**src/rtl/onfi_cmd_seq.sv**
```systemverilog
// onfi_cmd_seq: ONFI CMD1 / address / CMD2 latch sequencer with
// programmable WE_x_n timing and per-target R/B wait with timeout.
module onfi_cmd_seq #(
    parameter int NUM_CE     = 2,
    parameter int DATA_W     = 8,
    parameter int MAX_ADDR   = 5,
    parameter int T_WP       = 2,
    parameter int T_WH       = 2,
    parameter int T_WB       = 4,
    parameter int RB_TIMEOUT = 1000,
    localparam int CE_W      = (NUM_CE > 1) ? $clog2(NUM_CE) : 1
) (
    input  logic                  clk,
    input  logic                  rst_n,
    input  logic                  req_valid,
    output logic                  req_ready,
    input  logic [CE_W-1:0]       req_ce,
    input  logic [7:0]            req_cmd1,
    input  logic [3:0]            req_naddr,
    input  logic [8*MAX_ADDR-1:0] req_addr,
    input  logic                  req_has_cmd2,
    input  logic [7:0]            req_cmd2,
    input  logic                  req_wait_rb,
    output logic                  done,
    output logic                  err,
    output logic                  timeout,
    input  logic [NUM_CE-1:0]     RB_x_n,
    output logic [NUM_CE-1:0]     CE_x_n,
    output logic                  CLE_x,
    output logic                  ALE_x,
    output logic                  WE_x_n,
    output logic                  RE_x_n,
    output logic [DATA_W-1:0]     io_out,
    output logic                  io_oe
);

    localparam int LAT  = T_WP + T_WH;
    localparam int CM1  = (LAT > T_WB) ? LAT : T_WB;
    localparam int CMAX = (CM1 > RB_TIMEOUT) ? CM1 : RB_TIMEOUT;
    localparam int CW   = $clog2(CMAX + 1);

    typedef enum logic [2:0] {
        IDLE, CMD1, ADDR, CMD2, WAIT_WB, WAIT_RB, DONE
    } state_t;

    state_t                  state_q, state_d, post;
    logic [CW-1:0]           cnt_q, cnt_d;
    logic [3:0]              idx_q, idx_d;
    logic [CE_W-1:0]         ce_q, ce_v;
    logic [7:0]              cmd1_q, cmd2_q, byte_d;
    logic [8*MAX_ADDR-1:0]   addr_q;
    logic [3:0]              naddr_q;
    logic                    has2_q, wrb_q;
    logic [NUM_CE-1:0]       rb_s1, rb_s2, ce_n_d;
    logic                    err_d, tmo_d, lat_end, bad_ce, latch_d;

    assign RE_x_n = 1'b1;
    assign bad_ce = int'(req_ce) >= NUM_CE;

    always_ff @(posedge clk or negedge rst_n) begin
        if (!rst_n) begin
            state_q <= IDLE;
        end else begin
            state_q <= state_d;
        end
    end

    always_comb begin
        state_d = state_q;
        cnt_d   = cnt_q;
        idx_d   = idx_q;
        err_d   = 1'b0;
        tmo_d   = 1'b0;
        post    = wrb_q ? WAIT_WB : DONE;
        lat_end = (cnt_q == CW'(LAT - 1));
        unique case (state_q)
            IDLE: if (req_valid) begin
                cnt_d = '0;
                idx_d = '0;
                if (bad_ce) begin
                    state_d = DONE;
                    err_d   = 1'b1;
                end else begin
                    state_d = CMD1;
                end
            end
            CMD1: if (lat_end) begin
                cnt_d = '0;
                if (naddr_q != 4'd0) state_d = ADDR;
                else if (has2_q)     state_d = CMD2;
                else                 state_d = post;
            end else begin
                cnt_d = cnt_q + 1'b1;
            end
            ADDR: if (lat_end) begin
                cnt_d = '0;
                if (idx_q == naddr_q - 4'd1) begin
                    state_d = has2_q ? CMD2 : post;
                end else begin
                    idx_d = idx_q + 4'd1;
                end
            end else begin
                cnt_d = cnt_q + 1'b1;
            end
            CMD2: if (lat_end) begin
                cnt_d   = '0;
                state_d = post;
            end else begin
                cnt_d = cnt_q + 1'b1;
            end
            WAIT_WB: if (cnt_q == CW'(T_WB - 1)) begin
                cnt_d   = '0;
                state_d = WAIT_RB;
            end else begin
                cnt_d = cnt_q + 1'b1;
            end
            WAIT_RB: if (rb_s2[ce_q]) begin
                state_d = DONE;
            end else if (cnt_q == CW'(RB_TIMEOUT - 1)) begin
                state_d = DONE;
                tmo_d   = 1'b1;
            end else begin
                cnt_d = cnt_q + 1'b1;
            end
            DONE:    state_d = IDLE;
            default: state_d = IDLE;
        endcase
    end

    // Outputs are registered from next-state values so CMD1 shows on k+1.
    always_comb begin
        ce_v    = (state_q == IDLE) ? req_ce : ce_q;
        latch_d = (state_d == CMD1) || (state_d == ADDR) || (state_d == CMD2);
        unique case (state_d)
            CMD1:    byte_d = (state_q == IDLE) ? req_cmd1 : cmd1_q;
            ADDR:    byte_d = addr_q[idx_d*8 +: 8];
            CMD2:    byte_d = cmd2_q;
            default: byte_d = 8'h00;
        endcase
        ce_n_d = '1;
        if (latch_d || state_d == WAIT_WB || state_d == WAIT_RB) begin
            ce_n_d[ce_v] = 1'b0;
        end
    end

    always_ff @(posedge clk or negedge rst_n) begin
        if (!rst_n) begin
            cnt_q     <= '0;
            idx_q     <= '0;
            ce_q      <= '0;
            cmd1_q    <= '0;
            cmd2_q    <= '0;
            addr_q    <= '0;
            naddr_q   <= '0;
            has2_q    <= 1'b0;
            wrb_q     <= 1'b0;
            rb_s1     <= '0;
            rb_s2     <= '0;
            req_ready <= 1'b1;
            CE_x_n    <= '1;
            CLE_x     <= 1'b0;
            ALE_x     <= 1'b0;
            WE_x_n    <= 1'b1;
            io_oe     <= 1'b0;
            io_out    <= '0;
            done      <= 1'b0;
            err       <= 1'b0;
            timeout   <= 1'b0;
        end else begin
            cnt_q <= cnt_d;
            idx_q <= idx_d;
            rb_s1 <= RB_x_n;
            rb_s2 <= rb_s1;
            if (state_q == IDLE && req_valid) begin
                ce_q    <= req_ce;
                cmd1_q  <= req_cmd1;
                cmd2_q  <= req_cmd2;
                addr_q  <= req_addr;
                naddr_q <= (req_naddr > 4'(MAX_ADDR)) ? 4'(MAX_ADDR)
                                                       : req_naddr;
                has2_q  <= req_has_cmd2;
                wrb_q   <= req_wait_rb;
            end
            req_ready <= (state_d == IDLE);
            CE_x_n    <= ce_n_d;
            CLE_x     <= (state_d == CMD1) || (state_d == CMD2);
            ALE_x     <= (state_d == ADDR);
            io_oe     <= latch_d;
            WE_x_n    <= !(latch_d && cnt_d < CW'(T_WP));
            io_out    <= DATA_W'(byte_d);
            done      <= (state_d == DONE);
            err       <= err_d;
            timeout   <= tmo_d;
        end
    end

endmodule
```
**config.mk**
```make
export PLATFORM = sky130hd
export DESIGN_NAME = onfi_cmd_seq
export DESIGN_NICKNAME = d
export VERILOG_FILES = /design/src/rtl/onfi_cmd_seq.sv
export SDC_FILE = /design/constraint.sdc
export NUM_CORES = 1
export LEC_CHECK = 0
export ABC_AREA = 1
export CORE_ASPECT_RATIO = 1.5
export CORE_MARGIN = 2
export CORE_UTILIZATION = 35
export DETAILED_ROUTE_END_ITERATION = 10
export SLEW_MARGIN = 20
export SYNTH_ARGS = -nofsm -noshare
export SYNTH_HDL_FRONTEND = slang
export SYNTH_SLANG_ARGS = --single-unit
```
**constraint.sdc**
```tcl
create_clock -name clk -period 2.78 [get_ports clk]
set_input_delay 0.556 -clock clk [delete_from_list [all_inputs] [get_ports clk]]
set_output_delay 0.556 -clock clk [all_outputs]
set_load 0.005 [all_outputs]
```
==> metrics.csv <==
metric;value;unit
status;finished clean;
crit-path max FO;8;
number of max-cap violations;0;
dpl cells;989;
CTS Root Buffer Type;clkbuf_16;
first-pass GRT wire length;22.5;mm
Sequential Area;2530;sq um
sequential area share after synthesis;47.7;%
asr flop ratio synth;100;%
routability cong.;0.880;
clk buf depth;2;
RSZ-0062 raised after global routing;false;
First DRT Iteration DRCs;126;
syn_nets;793;
DP HPWL;10.3;mm
vias;4722;
post-route setup TNS;0;ps
Via density;4.68;
CTS tree;yes;
Initial Utilization;35.4;%
Min-Delay Path Class;input pin to async pin;
CTS clock-pin slew for the worst setup and hold paths;70;ps
Max H-tree Level;3;
largest net degree at the start of global routing;67;
WL final;13.5;mm
fillers;1578;
port bufs;84;
min Tclk post-route;2490;ps
GRT Total Usage;17.4;%
share of power burned in registers;47.2;%
number of flops mapped to enable cells by yosys;0;
wire per inst;13.4;microns
Crit Path Class;flip-flop to flip-flop;
Worst Clk Skew;10.8;ps
FP Rows;55;
VDD IR-drop max;0.243;mV
distinct cell type count after synthesis;38;
final setup vio count;0;
Slew Viols, Final;0;
area of the multi-input gates;2390;sq um
fmax;402;MHz
Final ANT Viol Nets;0;
syn_area_per_cell;7.37;sq um
share of cells above drive strength 1;8.53;%
Area Overhead vs Synth;25.5;%
# nets final;877;
I/O pin cnt;87;
Pre-Repair DR Iteration Count;4;
Post-Syn Area;5310;sq um
initial antenna violation count;0;
global route total overflow;0;
Worst Tran Pin Value;575;ps
gate count of the mapped netlist;721;
static leakage;3.37;nW
relative slew slack;61.7;%
predominant post-synthesis flop cell;dfrtp_1;
crit path launch type;flip-flop;
# DRC;0;
DIE AREA;16200;sq um
CP required;3010;ps
Sw Ratio;28.4;%
die width;105;microns
net switching power;962;uW
core box area;15000;sq um
Die Y;155;microns
internal cell power;2.42;mW
Antenna diodes;0;
Yosys reg bits;101;
Fin. Hold Viols;0;
CTS Sinks;101;
combinational share of power;18.4;%
CTS Buf Count;9;
Worst Path Arrival;2720;ps
vias in the first global route;4743;
fin crit share;89.6;%
post-route insts no fill;1008;
Clock power frac;34.4;%
P per Cell Area;507;nW/um^2
Clock Latency Late Sink;350;ps
cts hold-fix bufs;0;
Synth warnings;0;
CP Capture Type;flip-flop;
[metal layers]
layer  wire [microns]  GRT usage, %  share of wire (%)  vias to the layer above
met5                0             0                  0                        -
met4              313          6.98                2.3                        0
met3              299          2.39                2.2                       22
met2             7770          34.7                 58                       78
met1             5100          18.1                 38                     2213
li1                 -             -                  -                     2409
[registers in the layout, summed over array words and instances, names as in the netlist]
signal	flops
wrb_q	1
req_ready	1
state_q	3
timeout	1
idx_q	4
ce_q	1
ALE_x	1
cmd1_q	8
io_oe	1
cmd2_q	8
has2_q	1
done	1
CE_x_n	2
WE_x_n	1
rb_s2	2
cnt_q	10
naddr_q	4
io_out	8
CLE_x	1
addr_q	40
rb_s1	2
[cells in the mapped netlist, types with 2 or more instances]
master / n / area (sq um)
nand2_1: 305 / 1140
dfrtp_1: 97 / 2430
nand3_1: 74 / 370
inv_1: 59 / 221
nor2_1: 50 / 188
o21ai_0: 29 / 145
inv_2: 11 / 41.3
clkbuf_1: 9 / 33.8
xor2_1: 8 / 70.1
o211ai_1: 7 / 52.6
a21oi_1: 6 / 30.0
nand4_1: 6 / 37.5
buf_1: 5 / 18.8
buf_4: 5 / 37.5
nand2_2: 5 / 31.3
nor2_2: 5 / 31.3
dfstp_2: 4 / 105
ha_1: 4 / 50.1
buf_6: 3 / 33.8
o21ai_2: 3 / 26.3
buf_2: 2 / 10.0
conb_1: 2 / 7.51
nand2_4: 2 / 22.5
nor2_4: 2 / 22.5
nor3_1: 2 / 10.0
o21ai_1: 2 / 10.0
or2_2: 2 / 12.5
xnor2_1: 2 / 17.5
[placed cells by master (no fill, tap or decap), types with 2 or more instances in the layout]
cell	Yosys	final
conb_1	2	2
nand2_1	305	305
clkdlybuf4s50_1	0	83
o21ai_2	3	3
nand3_2	1	2
clkinv_2	0	2
nor2_1	50	50
nand3_1	74	73
buf_12	0	2
dfstp_2	4	4
inv_1	59	58
nor2_4	2	2
nand2_2	5	4
or2_2	2	2
nor3_1	2	2
xor2_1	8	8
o211ai_1	7	7
nand2_4	2	3
nand4_1	6	6
xnor2_1	2	2
inv_2	11	11
dfrtp_1	97	97
buf_4	5	12
a21oi_1	6	6
o21ai_0	29	29
clkinvlp_4	0	3
clkbuf_16	0	9
nor2_2	5	5
o21ai_1	2	2
ha_1	4	4
[metrics by stage]
step | hold WS (ps) | cell area [sq um] | power [mW] | utilization, % | setup WS, ps
final | 201 | 6670 | 3.38 | 44.5 | 290
after global routing | 254 | 6670 | 3.57 | 44.5 | 39.6
after CTS | 226 | 6630 | 3.43 | 44.2 | 181
after detailed placement | 336 | 6360 | 2.26 | 42.4 | 202
after global placement | 335 | 6360 | 2.25 | 42.4 | 223
after floorplan | 260 | 5310 | 1.99 | - | 628
[power groups by stage]
stage,Clock (mW),Sequential (mW),Combinational (mW)
finish,1.16,1.60,0.624
global route,1.26,1.61,0.707
CTS,1.19,1.60,0.637
detailed placement,0,1.63,0.635
global placement,0,1.63,0.627
floorplan,0,1.61,0.385
[worst max-delay path: stages, from the launching register on]
cell        delay [ps]
dfrtp_1            440
inv_1              110
ha_1               340
xnor2_1            270
nor2_4              70
nand3_4            110
nand2_2             80
nand2_1             70
nand3_2            170
nand2_4            180
clkinvlp_4         170
nand3_1            120
nand3_1             90
nand2_1             90
nand2_1             50
[cells by family (layout without fill, tap and decap cells)]
| logic type | Yosys count | count (layout) | synth area share, % |
|---|---|---|---|
| AOI/OAI and AO/OA | 50 | 50 | 5.58 |
| xor gates and xnor gates | 10 | 10 | 1.65 |
| adders and majority gates | 4 | 4 | 0.942 |
| buffers and inverters | 95 | 183 | 7.53 |
| DFF | 101 | 101 | 47.7 |
| muxes | 1 | 1 | 0.212 |
| other | 2 | 2 | 0.141 |
| and+or+nand+nor | 458 | 458 | 36.3 |
[what timing repair did]
| action | CTS | global route |
|---|---|---|
| endpoints found under the setup margin | 0 | 8 |
| buffers inserted | 0 | 4 |
| gates resized for setup | 0 | 2 |
[area by class of cell]
| type | instances | area share (%) |
|---|---|---|
| Clock buffer | 11 | 3.64 |
| Clock inverter | 4 | 0.375 |
| Inverter | 71 | 4.05 |
| Multi-Input combinational cell | 525 | 35.8 |
| Sequential cell | 101 | 38.0 |
| Tap cell | 199 | 3.73 |
| Timing Repair Buffer | 97 | 14.4 |
[worst paths after layout]
kind                            start          to  slack [ps]  depth (start not counted)
max                        naddr_q[0]   io_out[3]         290                         14
min                             rst_n       io_oe         200                          1
max reg2reg                naddr_q[0]   io_out[3]         290                         14
min reg2reg                  rb_s1[0]    rb_s2[0]         350                          0
max in group asynchronous       rst_n  addr_q[20]        1870                          2
min in group clk             rb_s1[0]    rb_s2[0]         350                          0
Note: power is estimated with default switching activity, not from simulation.
